===== src/rtl/ps2_rx_ctrl.sv =====
// PS/2 receive sequencer: sync+deglitch pins, frame 11-bit words, check parity/stop, buffer bytes in a FIFO.
// Pin edge to fall strobe is 2+FILTER_LEN cycles; the byte is visible 1 cycle after the stop fall. There is no backpressure: a full FIFO drops bytes (ovf_o).
module ps2_rx_ctrl #(
  parameter int FIFO_DEPTH  = 8,
  parameter int FILTER_LEN  = 4,
  parameter int TIMEOUT_CYC = 20000
) (
  input  logic                          clk_i,
  input  logic                          rst_i,
  input  logic                          en_i,
  input  logic                          clr_i,
  input  logic                          ps2_clk_i,
  input  logic                          ps2_dat_i,
  input  logic                          rd_i,
  output logic [7:0]                    data_o,
  output logic                          valid_o,
  output logic [$clog2(FIFO_DEPTH):0]   count_o,
  output logic                          par_err_o,
  output logic                          frm_err_o,
  output logic                          ovf_o,
  input  logic                          irq_en_i,
  output logic                          irq_o
);

  localparam int AW = $clog2(FIFO_DEPTH);
  localparam int FW = (FILTER_LEN > 1) ? $clog2(FILTER_LEN) : 1;
  localparam int TW = $clog2(TIMEOUT_CYC);

  typedef enum logic [1:0] {S_IDLE, S_DATA, S_PARITY, S_STOP} state_t;

  // Index 0 is the PS/2 clock, index 1 is the PS/2 data line.
  logic [1:0]    r_s1;
  logic [1:0]    r_s2;
  logic [1:0]    r_filt;
  logic [FW-1:0] r_fcnt [2];
  logic          r_fall;

  state_t        r_state;
  logic [7:0]    r_shreg;
  logic [2:0]    r_bit_cnt;
  logic          r_par;
  logic [TW-1:0] r_to_cnt;

  logic [7:0]    r_mem [FIFO_DEPTH];
  logic [AW-1:0] r_wr_ptr;
  logic [AW-1:0] r_rd_ptr;
  logic [AW:0]   r_count;
  logic          r_irq;

  logic w_dat_f;
  logic w_full;
  logic w_pop;
  logic w_good;
  logic w_push;
  logic w_ovf;

  always_ff @(posedge clk_i) begin
    if (rst_i) begin
      r_s1   <= 2'b11;
      r_s2   <= 2'b11;
      r_filt <= 2'b11;
      r_fall <= 1'b0;
      for (int i = 0; i < 2; i++) r_fcnt[i] <= '0;
    end else begin
      r_s1 <= {ps2_dat_i, ps2_clk_i};
      r_s2 <= r_s1;
      for (int i = 0; i < 2; i++) begin
        if (r_s2[i] == r_filt[i]) begin
          r_fcnt[i] <= '0;
        end else if (r_fcnt[i] == FW'(FILTER_LEN - 1)) begin
          r_filt[i] <= r_s2[i];
          r_fcnt[i] <= '0;
        end else begin
          r_fcnt[i] <= r_fcnt[i] + 1'b1;
        end
      end
      // Strobe lands in the same cycle the filtered clock first reads 0.
      r_fall <= r_filt[0] & ~r_s2[0] & (r_fcnt[0] == FW'(FILTER_LEN - 1));
    end
  end

  assign w_dat_f = r_filt[1];
  assign w_full  = (r_count == (AW+1)'(FIFO_DEPTH));
  assign w_pop   = rd_i & (r_count != '0);
  assign w_good  = en_i & r_fall & (r_state == S_STOP) & w_dat_f & (^{r_shreg, r_par});
  assign w_push  = w_good & (~w_full | w_pop);
  assign w_ovf   = w_good & w_full & ~w_pop & ~clr_i;

  always_ff @(posedge clk_i) begin
    if (rst_i) begin
      r_state   <= S_IDLE;
      r_shreg   <= '0;
      r_bit_cnt <= '0;
      r_par     <= 1'b0;
      r_to_cnt  <= '0;
      par_err_o <= 1'b0;
      frm_err_o <= 1'b0;
      ovf_o     <= 1'b0;
    end else begin
      par_err_o <= 1'b0;
      frm_err_o <= 1'b0;
      ovf_o     <= w_ovf;
      if (!en_i) begin
        r_state  <= S_IDLE;
        r_to_cnt <= '0;
      end else if (r_fall) begin
        r_to_cnt <= '0;
        case (r_state)
          S_IDLE: begin
            if (!w_dat_f) begin
              r_state   <= S_DATA;
              r_bit_cnt <= '0;
            end
          end
          S_DATA: begin
            r_shreg   <= {w_dat_f, r_shreg[7:1]};
            r_bit_cnt <= r_bit_cnt + 3'd1;
            if (r_bit_cnt == 3'd7) r_state <= S_PARITY;
          end
          S_PARITY: begin
            r_par   <= w_dat_f;
            r_state <= S_STOP;
          end
          default: begin
            r_state <= S_IDLE;
            if (!w_dat_f)                 frm_err_o <= 1'b1;
            else if (!(^{r_shreg, r_par})) par_err_o <= 1'b1;
          end
        endcase
      end else if (r_state == S_IDLE) begin
        r_to_cnt <= '0;
      end else if (r_to_cnt == TW'(TIMEOUT_CYC - 1)) begin
        r_state   <= S_IDLE;
        r_to_cnt  <= '0;
        frm_err_o <= 1'b1;
      end else begin
        r_to_cnt <= r_to_cnt + 1'b1;
      end
    end
  end

  always_ff @(posedge clk_i) begin
    if (w_push) r_mem[r_wr_ptr] <= r_shreg;
  end

  always_ff @(posedge clk_i) begin
    if (rst_i) begin
      r_wr_ptr <= '0;
      r_rd_ptr <= '0;
      r_count  <= '0;
      r_irq    <= 1'b0;
    end else begin
      r_irq <= irq_en_i & valid_o;
      if (clr_i) begin
        r_wr_ptr <= '0;
        r_rd_ptr <= '0;
        r_count  <= '0;
      end else begin
        if (w_push) r_wr_ptr <= r_wr_ptr + 1'b1;
        if (w_pop)  r_rd_ptr <= r_rd_ptr + 1'b1;
        case ({w_push, w_pop})
          2'b10:   r_count <= r_count + 1'b1;
          2'b01:   r_count <= r_count - 1'b1;
          default: r_count <= r_count;
        endcase
      end
    end
  end

  assign valid_o = (r_count != '0);
  assign data_o  = valid_o ? r_mem[r_rd_ptr] : 8'h00;
  assign count_o = r_count;
  assign irq_o   = r_irq;

endmodule


===== config.mk =====
export PLATFORM = sky130hd
export DESIGN_NAME = ps2_rx_ctrl
export DESIGN_NICKNAME = d
export VERILOG_FILES = /design/src/rtl/ps2_rx_ctrl.sv
export SDC_FILE = /design/constraint.sdc
export NUM_CORES = 1
export LEC_CHECK = 0
export BUFFER_PORTS_ARGS = -buffer_cell sky130_fd_sc_hd__clkbuf_2
export CAP_MARGIN = 20
export CORE_ASPECT_RATIO = 1.5
export CORE_MARGIN = 2
export CORE_UTILIZATION = 41
export DETAILED_ROUTE_END_ITERATION = 6
export GPL_TIMING_DRIVEN = 1
export PLACE_DENSITY = 0.7
export SLEW_MARGIN = 20
export SYNTH_ARGS = -nofsm -noshare
export SYNTH_HDL_FRONTEND = slang
export SYNTH_SLANG_ARGS = --single-unit

===== constraint.sdc =====
create_clock -name clk_i -period 2.6 [get_ports clk_i]
set_input_delay 0.26 -clock clk_i [delete_from_list [all_inputs] [get_ports clk_i]]
set_output_delay 0.26 -clock clk_i [all_outputs]
set_load 0.1 [all_outputs]

==> results of run 1 <==
critical path: cells and delay by family, from the launching register on:
family,cells,cell delay (ps)
buffers and inverters,1,60
adder cells (fa/ha/maj),1,270
multiplexers,3,600
AND/OR/NAND/NOR,2,150
AO/OA/AOI/OAI,2,320
flip-flops,1,380
XOR/XNOR,2,590
metal layers:
metal	vias up	GRT usage	wire length [um]	share of wire
met5	-	0	0	0
met4	0	0.0618	160	0.017
met3	14	0.0473	222	0.024
met2	32	0.290	5380	0.59
met1	1506	0.150	3430	0.37
li1	1498	-	-	-
layout make-up:
cell class	count	area (sq um)	share of cell area
flip-flops and latches	121	3120	0.499
multi-input cells	239	1910	0.306
clock buffers	17	425	0.0680
repair buffers	54	350	0.0560
well taps	153	191	0.0306
clock inverters	15	190	0.0304
inverters	13	62.6	0.0100
placed cells by master (no fill, tap or decap), types with 13 or more instances in the layout:
cell type	Yosys	final
dfxtp_1	53	45
clkbuf_16	0	17
nand2_1	21	20
buf_4	0	32
mux2i_1	26	25
edfxtp_1	68	68
clkbuf_2	0	22
mux4_2	16	16
nor2_1	55	54
nand3_1	13	13
ha_1	15	15
power by group:
group	leakage (uW)	total [uW]	switching [uW]	internal (uW)
sequential	0.00109	2010	2.17	2000
clock	0.000293	2400	876	1530
combinational	0.00105	33.9	20.7	13.2
through the flow:
stage          utilization  hold WS (ps)  TNS, ps  worst slack, ps
3_3_place_gp         0.462           393        0              151
6_report             0.521          28.7        0              150
4_1_cts              0.513          10.8        0             4.65
2_1_floorplan            -           364    -1090             -125
3_5_place_dp         0.462           398        0             22.5
5_1_grt              0.521          20.7    -3.99            -3.99
worst paths after layout:
kind                            slack (ps)                      end  depth (start not counted)               startpoint
worst max-delay path                   150  count_o[3]$_SDFFE_PP0P_                         11  r_shreg[0]$_SDFFE_PP0P_
worst min-delay path                    30       r_s1[0]$_SDFF_PP1_                          2                ps2_clk_i
worst max register to register         150  count_o[3]$_SDFFE_PP0P_                         11  r_shreg[0]$_SDFFE_PP0P_
worst min register to register         410       r_s2[1]$_SDFF_PP1_                          1       r_s1[1]$_SDFF_PP1_
what timing repair did:
item	in CTS	in global routing
gates resized for setup	0	11
setup endpoints to repair	0	1
setup buffers	0	7
sequential cells by signal, summed over array words and instances (netlist names), 2 cells and up, named ones only:
signal / cells
count_o: 4
r_bit_cnt: 3
r_fcnt: 4
r_filt: 2
r_mem: 64
r_rd_ptr: 3
r_s1: 2
r_s2: 2
r_shreg: 8
r_state: 2
r_to_cnt: 15
r_wr_ptr: 3
kinds of logic (layout without fill, tap and decap cells):
logic type / after synthesis / in the layout / share of synthesized area
buffers and inverters: 25 / 99 / 0.0193
flip-flops: 121 / 121 / 0.612
XOR/XNOR: 23 / 23 / 0.0454
adder cells (fa/ha/maj): 16 / 16 / 0.0410
other: 1 / 4 / 0.000740
AO/OA/AOI/OAI: 17 / 17 / 0.0212
AND/OR/NAND/NOR: 135 / 135 / 0.130
multiplexers: 44 / 44 / 0.130
==> impl_metrics.env, run 1 <==
export IMPL_hold_violations=0
export IMPL_status="finished clean"
export IMPL_area_growth_pct=23.5
export IMPL_crit_type="reg -> reg"
export IMPL_ys_ff_latch=121
export IMPL_synth_edf_count=68
export IMPL_nets=470
export IMPL_layout_drive_gt1_share=0.277
export IMPL_ys_flop_type="edfxtp_1"
export IMPL_coreArea_sq_um=12000
export IMPL_synth_area_leaders="edfxtp_1 40%, dfxtp_1 21%, mux4_2 7.1%"
export IMPL_die_x_um=94.8
export IMPL_drt_wl_total_um=9190
export IMPL_critPathMostFrequentCell="mux2i_1"
export IMPL_grt_antenna_before_repair=0
export IMPL_synth_seq_area_share=0.612
export IMPL_clock_path_buffers=2
export IMPL_grt_pass1_vias=3196
export IMPL_drcViolationCount=0
export IMPL_clkTransAtPathRegs_ps=60
export IMPL_crit_path_start_kind="flop"
export IMPL_fmax_mhz=408
export IMPL_grt_pass1_wl_um=15400
export IMPL_gr_total_overflow=0
export IMPL_cts_hold_buf=0
export IMPL_die_h_um=140
export IMPL_clkLatencyLatePin_ps=410
export IMPL_io_pins=25
export IMPL_dr_pass1_iters=4
export IMPL_num_rows=49
export IMPL_htreeDepth=4
export IMPL_drt_iter0_markers=113
export IMPL_drv_cap=0
export IMPL_post_drt_wl_per_cell_um=15.0
export IMPL_critPathCaptureType="flop"
export IMPL_power_leakage_uw=0.00243
export IMPL_maxSlewHeadroom=0.633
export IMPL_worstPathRequired_ps=2930
export IMPL_synth_top_area_frac=0.403
export IMPL_ant_nets=0
export IMPL_path_max_fanout=6
export IMPL_skew_ps=6.45
export IMPL_worstPathArrival_ps=2780
export IMPL_diodes=0
export IMPL_hold_class="in -> reg"
export IMPL_setup_viol=0
export IMPL_ys_warn_count=0
export IMPL_synthDistinctLibCells=45
export IMPL_total_power_uw=4440
export IMPL_dpl_hpwl_um=6510
export IMPL_power_density_nw_per_um2=710
export IMPL_n_fill_cell=1040
export IMPL_numPortBuffers=24
export IMPL_syn_avg_cell_area_sq_um=13.3
export IMPL_synth_most_common_cell="edfxtp_1"
export IMPL_crit_chain="xnor2_2 > xnor3_2 > mux2i_4 > nand2_2 > inv_1 > ha_1 > a21o_1 > a21oi_2 > nor3_1 > mux2i_1 > mux2i_1"
export IMPL_track_usage=0.154
export IMPL_instances_no_fill=612
export IMPL_synth_async_reset_ratio=0
export IMPL_worst_pin_slew_ps=553
export IMPL_slew_viol_final=0
export IMPL_dieArea_sq_um=13300
export IMPL_stdcell_area_sq_um=6260
export IMPL_placed_area_sq_um=5550
export IMPL_grt_max_degree=25
export IMPL_viasPerCell=4.98
export IMPL_fin_crit_ps=2450
export IMPL_dr_total_vias=3050
export IMPL_cp_slowest_cell="xnor3_2"
export IMPL_fin_crit_sh=0.942
export IMPL_synth_cells=382
export IMPL_crit_path_max_incr_delay_ps=480
export IMPL_netlist_area_sq_um=5070
export IMPL_place_gp_congestion=0.768
export IMPL_synthTopCellsByCount="68 x edfxtp_1, 55 x nor2_1, 53 x dfxtp_1"
export IMPL_start_util=0.422
export IMPL_cts_root_buf="clkbuf_16"
export IMPL_dp_cells=573
export IMPL_ir_drop_uv=408
export IMPL_synth_top_cell_by_area="edfxtp_1"
export IMPL_cts_buffers=17
export IMPL_clkSinkCount=121
export IMPL_cts_tree="built"
Power figures use the tool's default switching activity.
==> inputs of run 2 (changes only) <==
--- a/config.mk
+++ b/config.mk
@@ -12,7 +12,7 @@
 export CORE_UTILIZATION = 41
 export DETAILED_ROUTE_END_ITERATION = 6
 export GPL_TIMING_DRIVEN = 1
-export PLACE_DENSITY = 0.7
+export PLACE_DENSITY = 0.65
 export SLEW_MARGIN = 20
 export SYNTH_ARGS = -nofsm -noshare
 export SYNTH_HDL_FRONTEND = slang
==> impl_metrics.env, run 2 (synthesis results as in run 1) <==
export IMPL_track_usage=0.149
export IMPL_slew_viol_final=0
export IMPL_crit_path_start="r_shreg[0]$_SDFFE_PP0P_"
export IMPL_dieArea_sq_um=13300
export IMPL_die_x_um=94.8
export IMPL_start_util=0.422
export IMPL_fin_crit_sh=0.945
export IMPL_nets=465
export IMPL_maxSlewHeadroom=0.637
export IMPL_cts_root_buf="clkbuf_16"
export IMPL_worstPathRequired_ps=2940
export IMPL_path_max_fanout=3
export IMPL_coreArea_sq_um=12000
export IMPL_tns_ps=0
export IMPL_hold_class="in -> reg"
export IMPL_layout_setup_ws_ps=143
export IMPL_multiInputGateArea_sq_um=1910
export IMPL_cts_hold_buf=0
export IMPL_layout_common_cells="68 x edfxtp_1, 54 x nor2_1, 49 x dfxtp_1"
export IMPL_skew_ps=6.96
export IMPL_post_drt_wl_per_cell_um=14.7
export IMPL_area_growth_pct=23.2
export IMPL_layout_drive_gt1_share=0.256
export IMPL_ir_drop_uv=531
export IMPL_critPathCaptureType="flop"
export IMPL_largest_register="r_mem"
export IMPL_grt_pass1_wl_um=14800
export IMPL_hp_start="ps2_clk_i"
export IMPL_hold_violations=0
export IMPL_place_ws_ps=90.1
export IMPL_htreeDepth=4
export IMPL_grt_pass1_vias=3095
export IMPL_io_pins=25
export IMPL_n_fill_cell=1051
export IMPL_power_leakage_uw=0.00242
export IMPL_status="finished clean"
export IMPL_gr_total_overflow=0
export IMPL_crit_path_max_incr_delay_ps=510
export IMPL_largest_reg_flops=64
export IMPL_worst_pin_slew_ps=543
export IMPL_grt_antenna_before_repair=0
export IMPL_clock_path_buffers=2
export IMPL_worstPathArrival_ps=2800
export IMPL_grt_max_degree=25
export IMPL_ant_nets=0
export IMPL_drcViolationCount=0
export IMPL_crit_type="reg -> reg"
export IMPL_timing_rr_start="r_shreg[0]$_SDFFE_PP0P_"
export IMPL_fmax_mhz=407
export IMPL_place_gp_congestion=0.751
export IMPL_fin_crit_ps=2460
export IMPL_cts_tree="built"
export IMPL_seq_area_sq_um=3120
export IMPL_critPathMostFrequentCell="mux2i_1"
export IMPL_cts_buffers=17
export IMPL_final_common_cell="edfxtp_1"
export IMPL_top_regs="r_mem (64), r_to_cnt (15), r_shreg (8)"
export IMPL_viasPerCell=4.99
export IMPL_dpl_hpwl_um=6370
export IMPL_clkTransAtPathRegs_ps=50
export IMPL_crit_chain="xnor2_1 > xnor3_2 > mux2i_4 > nand2_2 > inv_1 > ha_1 > a21o_1 > a21oi_2 > nor3_1 > mux2i_1 > mux2i_1"
export IMPL_drt_wl_total_um=8900
export IMPL_drt_iter0_markers=111
export IMPL_drv_cap=0
export IMPL_dr_total_vias=3028
export IMPL_numPortBuffers=24
export IMPL_clkSinkCount=121
export IMPL_num_rows=49
export IMPL_setup_viol=0
export IMPL_cp_slowest_cell="xnor3_2"
export IMPL_power_density_nw_per_um2=719
export IMPL_die_h_um=140
export IMPL_clkLatencyLatePin_ps=410
export IMPL_dr_pass1_iters=4
export IMPL_crit_path_start_kind="flop"
export IMPL_diodes=0
export IMPL_whs_ps=31.4
## run 2: cell types whose count changed in the layout (fill, tap and decap cells not counted), moves of 2 or more
| cell | before | now |
|---|---|---|
| dfxtp_1 | 45 | 49 |
| clkbuf_2 | 22 | 20 |
| clkinv_2 | 1 | 3 |
| dfxtp_2 | 4 | 1 |
| buf_12 | 0 | 2 |
| clkinv_4 | 3 | 1 |
| buf_4 | 32 | 27 |
## run 2: path summary, 6_finish.rpt
path                                                end  slack, ps  depth (start not counted)
worst max register to register  count_o[3]$_SDFFE_PP0P_        140                         11
worst min-delay path                 r_s1[0]$_SDFF_PP1_         30                          2
worst max-delay path            count_o[3]$_SDFFE_PP0P_        140                         11
worst min register to register       r_s2[0]$_SDFF_PP1_        410                          1
## run 2: final cells by class
class,instances,area share
inverter,13,0.0100
timing repair buffer,49,0.0549
clock buffer,17,0.0682
multi-input combinational,239,0.305
tap,153,0.0307
sequential,121,0.499
clock inverter,15,0.0317
## run 2: timing repair
item / in CTS / in global routing
buffers inserted: 0 / 1
endpoints found under the setup margin: 0 / 1
resized for setup: 0 / 5
## run 2: report_power, final
group / total, uW / leakage (uW) / switching, uW / internal [uW]
Sequential: 2010 / 0.00109 / 2.37 / 2010
Combinational: 34.2 / 0.00103 / 20.9 / 13.3
Clock: 2450 / 0.000302 / 842 / 1600
Total: 4490 / 0.00242 / 866 / 3620
## run 2: worst max-delay path: cells and delay by family (launching register included)
kind	cells	cell delay [ps]
simple gates	2	140
fa+ha+maj	1	270
flops	1	320
mux	3	560
xor+xnor	2	710
compound gates	2	320
buf+inv	1	60
## run 2: routing by layer
layer  vias up  GRT usage  wire length [um]
li1       1494          -                 -
met5         -          0                 0
met3        16     0.0506               264
met4         0     0.0725               193
met1      1477      0.151              3390
met2        41      0.268              5050
## run 2: through the flow
step                      std cells  power [uW]  area (sq um)   util
after floorplan                 385        2070          5110      -
after global placement          574        2080          5590  0.465
after detailed placement        574        2080          5590  0.465
after CTS                       606        4530          6210  0.517
after global routing            607        4630          6240  0.519
final                           607        4490          6240  0.519
==> inputs of run 3 (changes only) <==
==> config.mk (replaced) <==
export PLATFORM = sky130hd
export DESIGN_NAME = ps2_rx_ctrl
export DESIGN_NICKNAME = d
export VERILOG_FILES = /design/src/rtl/ps2_rx_ctrl.sv
export SDC_FILE = /design/constraint.sdc
export NUM_CORES = 1
export LEC_CHECK = 0
export CAP_MARGIN = 20
export CORE_ASPECT_RATIO = 1.5
export CORE_MARGIN = 3
export CORE_UTILIZATION = 45
export DETAILED_ROUTE_END_ITERATION = 6
export DONT_BUFFER_PORTS = 1
export GPL_TIMING_DRIVEN = 1
export PLACE_DENSITY = 0.68
export SLEW_MARGIN = 20
export SYNTH_ARGS = -nofsm -noshare
export SYNTH_HDL_FRONTEND = slang
export SYNTH_SLANG_ARGS = --single-unit
==> impl_metrics.env, run 3 (synthesis results as in run 1) <==
export IMPL_track_usage=0.158
export IMPL_largest_reg_flops=64
export IMPL_rsz0062_at_grt="no"
export IMPL_placed_area_sq_um=5530
export IMPL_n_fill_cell=894
export IMPL_ant_nets=0
export IMPL_fin_crit_sh=0.933
export IMPL_setup_viol=0
export IMPL_num_rows=46
export IMPL_clkLatencyLatePin_ps=410
export IMPL_maxSlewHeadroom=0.371
export IMPL_dp_cells=552
export IMPL_slew_viol_final=0
export IMPL_power_leakage_uw=0.00234
export IMPL_layout_setup_ws_ps=175
export IMPL_final_common_cell="edfxtp_1"
export IMPL_place_gp_congestion=0.741
export IMPL_fin_crit_ps=2420
export IMPL_post_drt_wl_per_cell_um=15.1
export IMPL_grt_max_degree=18
export IMPL_viasPerCell=5.11
export IMPL_hold_violations=0
export IMPL_start_util=0.471
export IMPL_largest_register="r_mem"
export IMPL_crit_type="reg -> reg"
export IMPL_crit_path_start_kind="flop"
export IMPL_drcViolationCount=0
export IMPL_hold_class="in -> reg"
export IMPL_top_regs="r_mem (64), r_to_cnt (15), r_shreg (8)"
export IMPL_grt_pass1_vias=3125
export IMPL_drt_wl_total_um=8900
export IMPL_worstPathRequired_ps=2930
export IMPL_skew_ps=7.43
export IMPL_die_h_um=136
export IMPL_path_max_fanout=2
export IMPL_clkTransAtPathRegs_ps=50
export IMPL_htreeDepth=4
export IMPL_clkSinkCount=121
export IMPL_diodes=0
export IMPL_dr_total_vias=3002
export IMPL_stdcell_area_sq_um=6150
export IMPL_io_pins=25
export IMPL_worst_pin_slew_ps=942
export IMPL_cts_buffers=17
export IMPL_grt_antenna_before_repair=0
export IMPL_power_density_nw_per_um2=687
export IMPL_worstPathArrival_ps=2750
export IMPL_area_growth_pct=21.3
export IMPL_place_ws_ps=56.4
export IMPL_cts_root_buf="clkbuf_16"
export IMPL_grt_pass1_wl_um=15000
export IMPL_cts_tree="built"
export IMPL_clock_path_buffers=2
export IMPL_coreArea_sq_um=10800
export IMPL_fmax_mhz=412
export IMPL_ir_drop_uv=580
export IMPL_instances_no_fill=588
export IMPL_critPathCaptureType="flop"
export IMPL_layout_drive_gt1_share=0.243
export IMPL_drt_iter0_markers=194
export IMPL_die_x_um=92.6
export IMPL_dieArea_sq_um=12600
export IMPL_status="finished clean"
export IMPL_numPortBuffers=0
export IMPL_dpl_hpwl_um=6240
export IMPL_gr_total_overflow=0
export IMPL_layout_common_cells="68 x edfxtp_1, 49 x dfxtp_1, 46 x nor2_1"
export IMPL_nets=455
export IMPL_dr_pass1_iters=6
export IMPL_drv_cap=0
==> run 3: cell types whose count changed in the layout (fill, tap and decap cells not counted), sizes merged <==
cell	change
buf	+7
bufinv	-2
clkbuf	-18
clkinv	+3
dlygate4sd3	+3
inv	-3
==> run 3: final cells by class <==
class,instances,area (sq um),share of cell area
multi-input combinational,239,1930,0.313
tap,144,180,0.0293
clock inverter,13,129,0.0210
clock buffer,19,433,0.0704
sequential,121,3120,0.507
inverter,13,62.6,0.0102
timing repair buffer,39,300,0.0489
==> run 3: path summary, 6_finish.rpt <==
check	depth (start not counted)	end	startpoint	slack (ps)
max	11	count_o[3]$_SDFFE_PP0P_	r_shreg[7]$_SDFFE_PP0P_	180
max reg2reg	11	count_o[3]$_SDFFE_PP0P_	r_shreg[7]$_SDFFE_PP0P_	180
min	2	count_o[3]$_SDFFE_PP0P_	clr_i	30
min reg2reg	1	r_s2[1]$_SDFF_PP1_	r_s1[1]$_SDFF_PP1_	410
==> run 3: per-stage QoR <==
step	hold WS (ps)	total power, uW	TNS [ps]	utilization
global route	3.16	4370	0	0.571
finish	25.9	4220	0	0.571
CTS	6.66	4270	0	0.568
global placement	333	2070	0	0.513
detailed placement	334	2070	0	0.513
floorplan	364	2070	-1090	-
==> run 3: power breakdown <==
| part | switching, uW | total, uW | internal, uW |
|---|---|---|---|
| registers | 2.31 | 2010 | 2010 |
| clock network | 786 | 2180 | 1400 |
| logic | 16.1 | 27.8 | 11.7 |
| total | 805 | 4220 | 3420 |
==> run 3: metal layers <==
| metal | part of all wire | track usage | wire [um] |
|---|---|---|---|
| met1 | 0.39 | 0.160 | 3430 |
| met2 | 0.56 | 0.289 | 4960 |
| met3 | 0.038 | 0.0554 | 337 |
| met4 | 0.018 | 0.0717 | 161 |
| met5 | 0 | 0 | 0 |
==> run 3: worst max-delay path, stage by stage, from the launching register on <==
cell and delay [ps]:
dfxtp_1 310, xnor2_1 170, xnor3_2 490, mux2i_4 210, nand2_2 90, inv_1 60, ha_1 270, a21o_1 190
a21oi_2 140, nor3_1 50, mux2i_1 170, mux2i_1 190
==> run 3: timing repair <==
action / CTS / global route
resized for setup: 0 / 5
setup endpoints to repair: 0 / 1
hold buffers: 3 / 0
buffers inserted: 0 / 1
hold endpoints to repair: 17 / 0
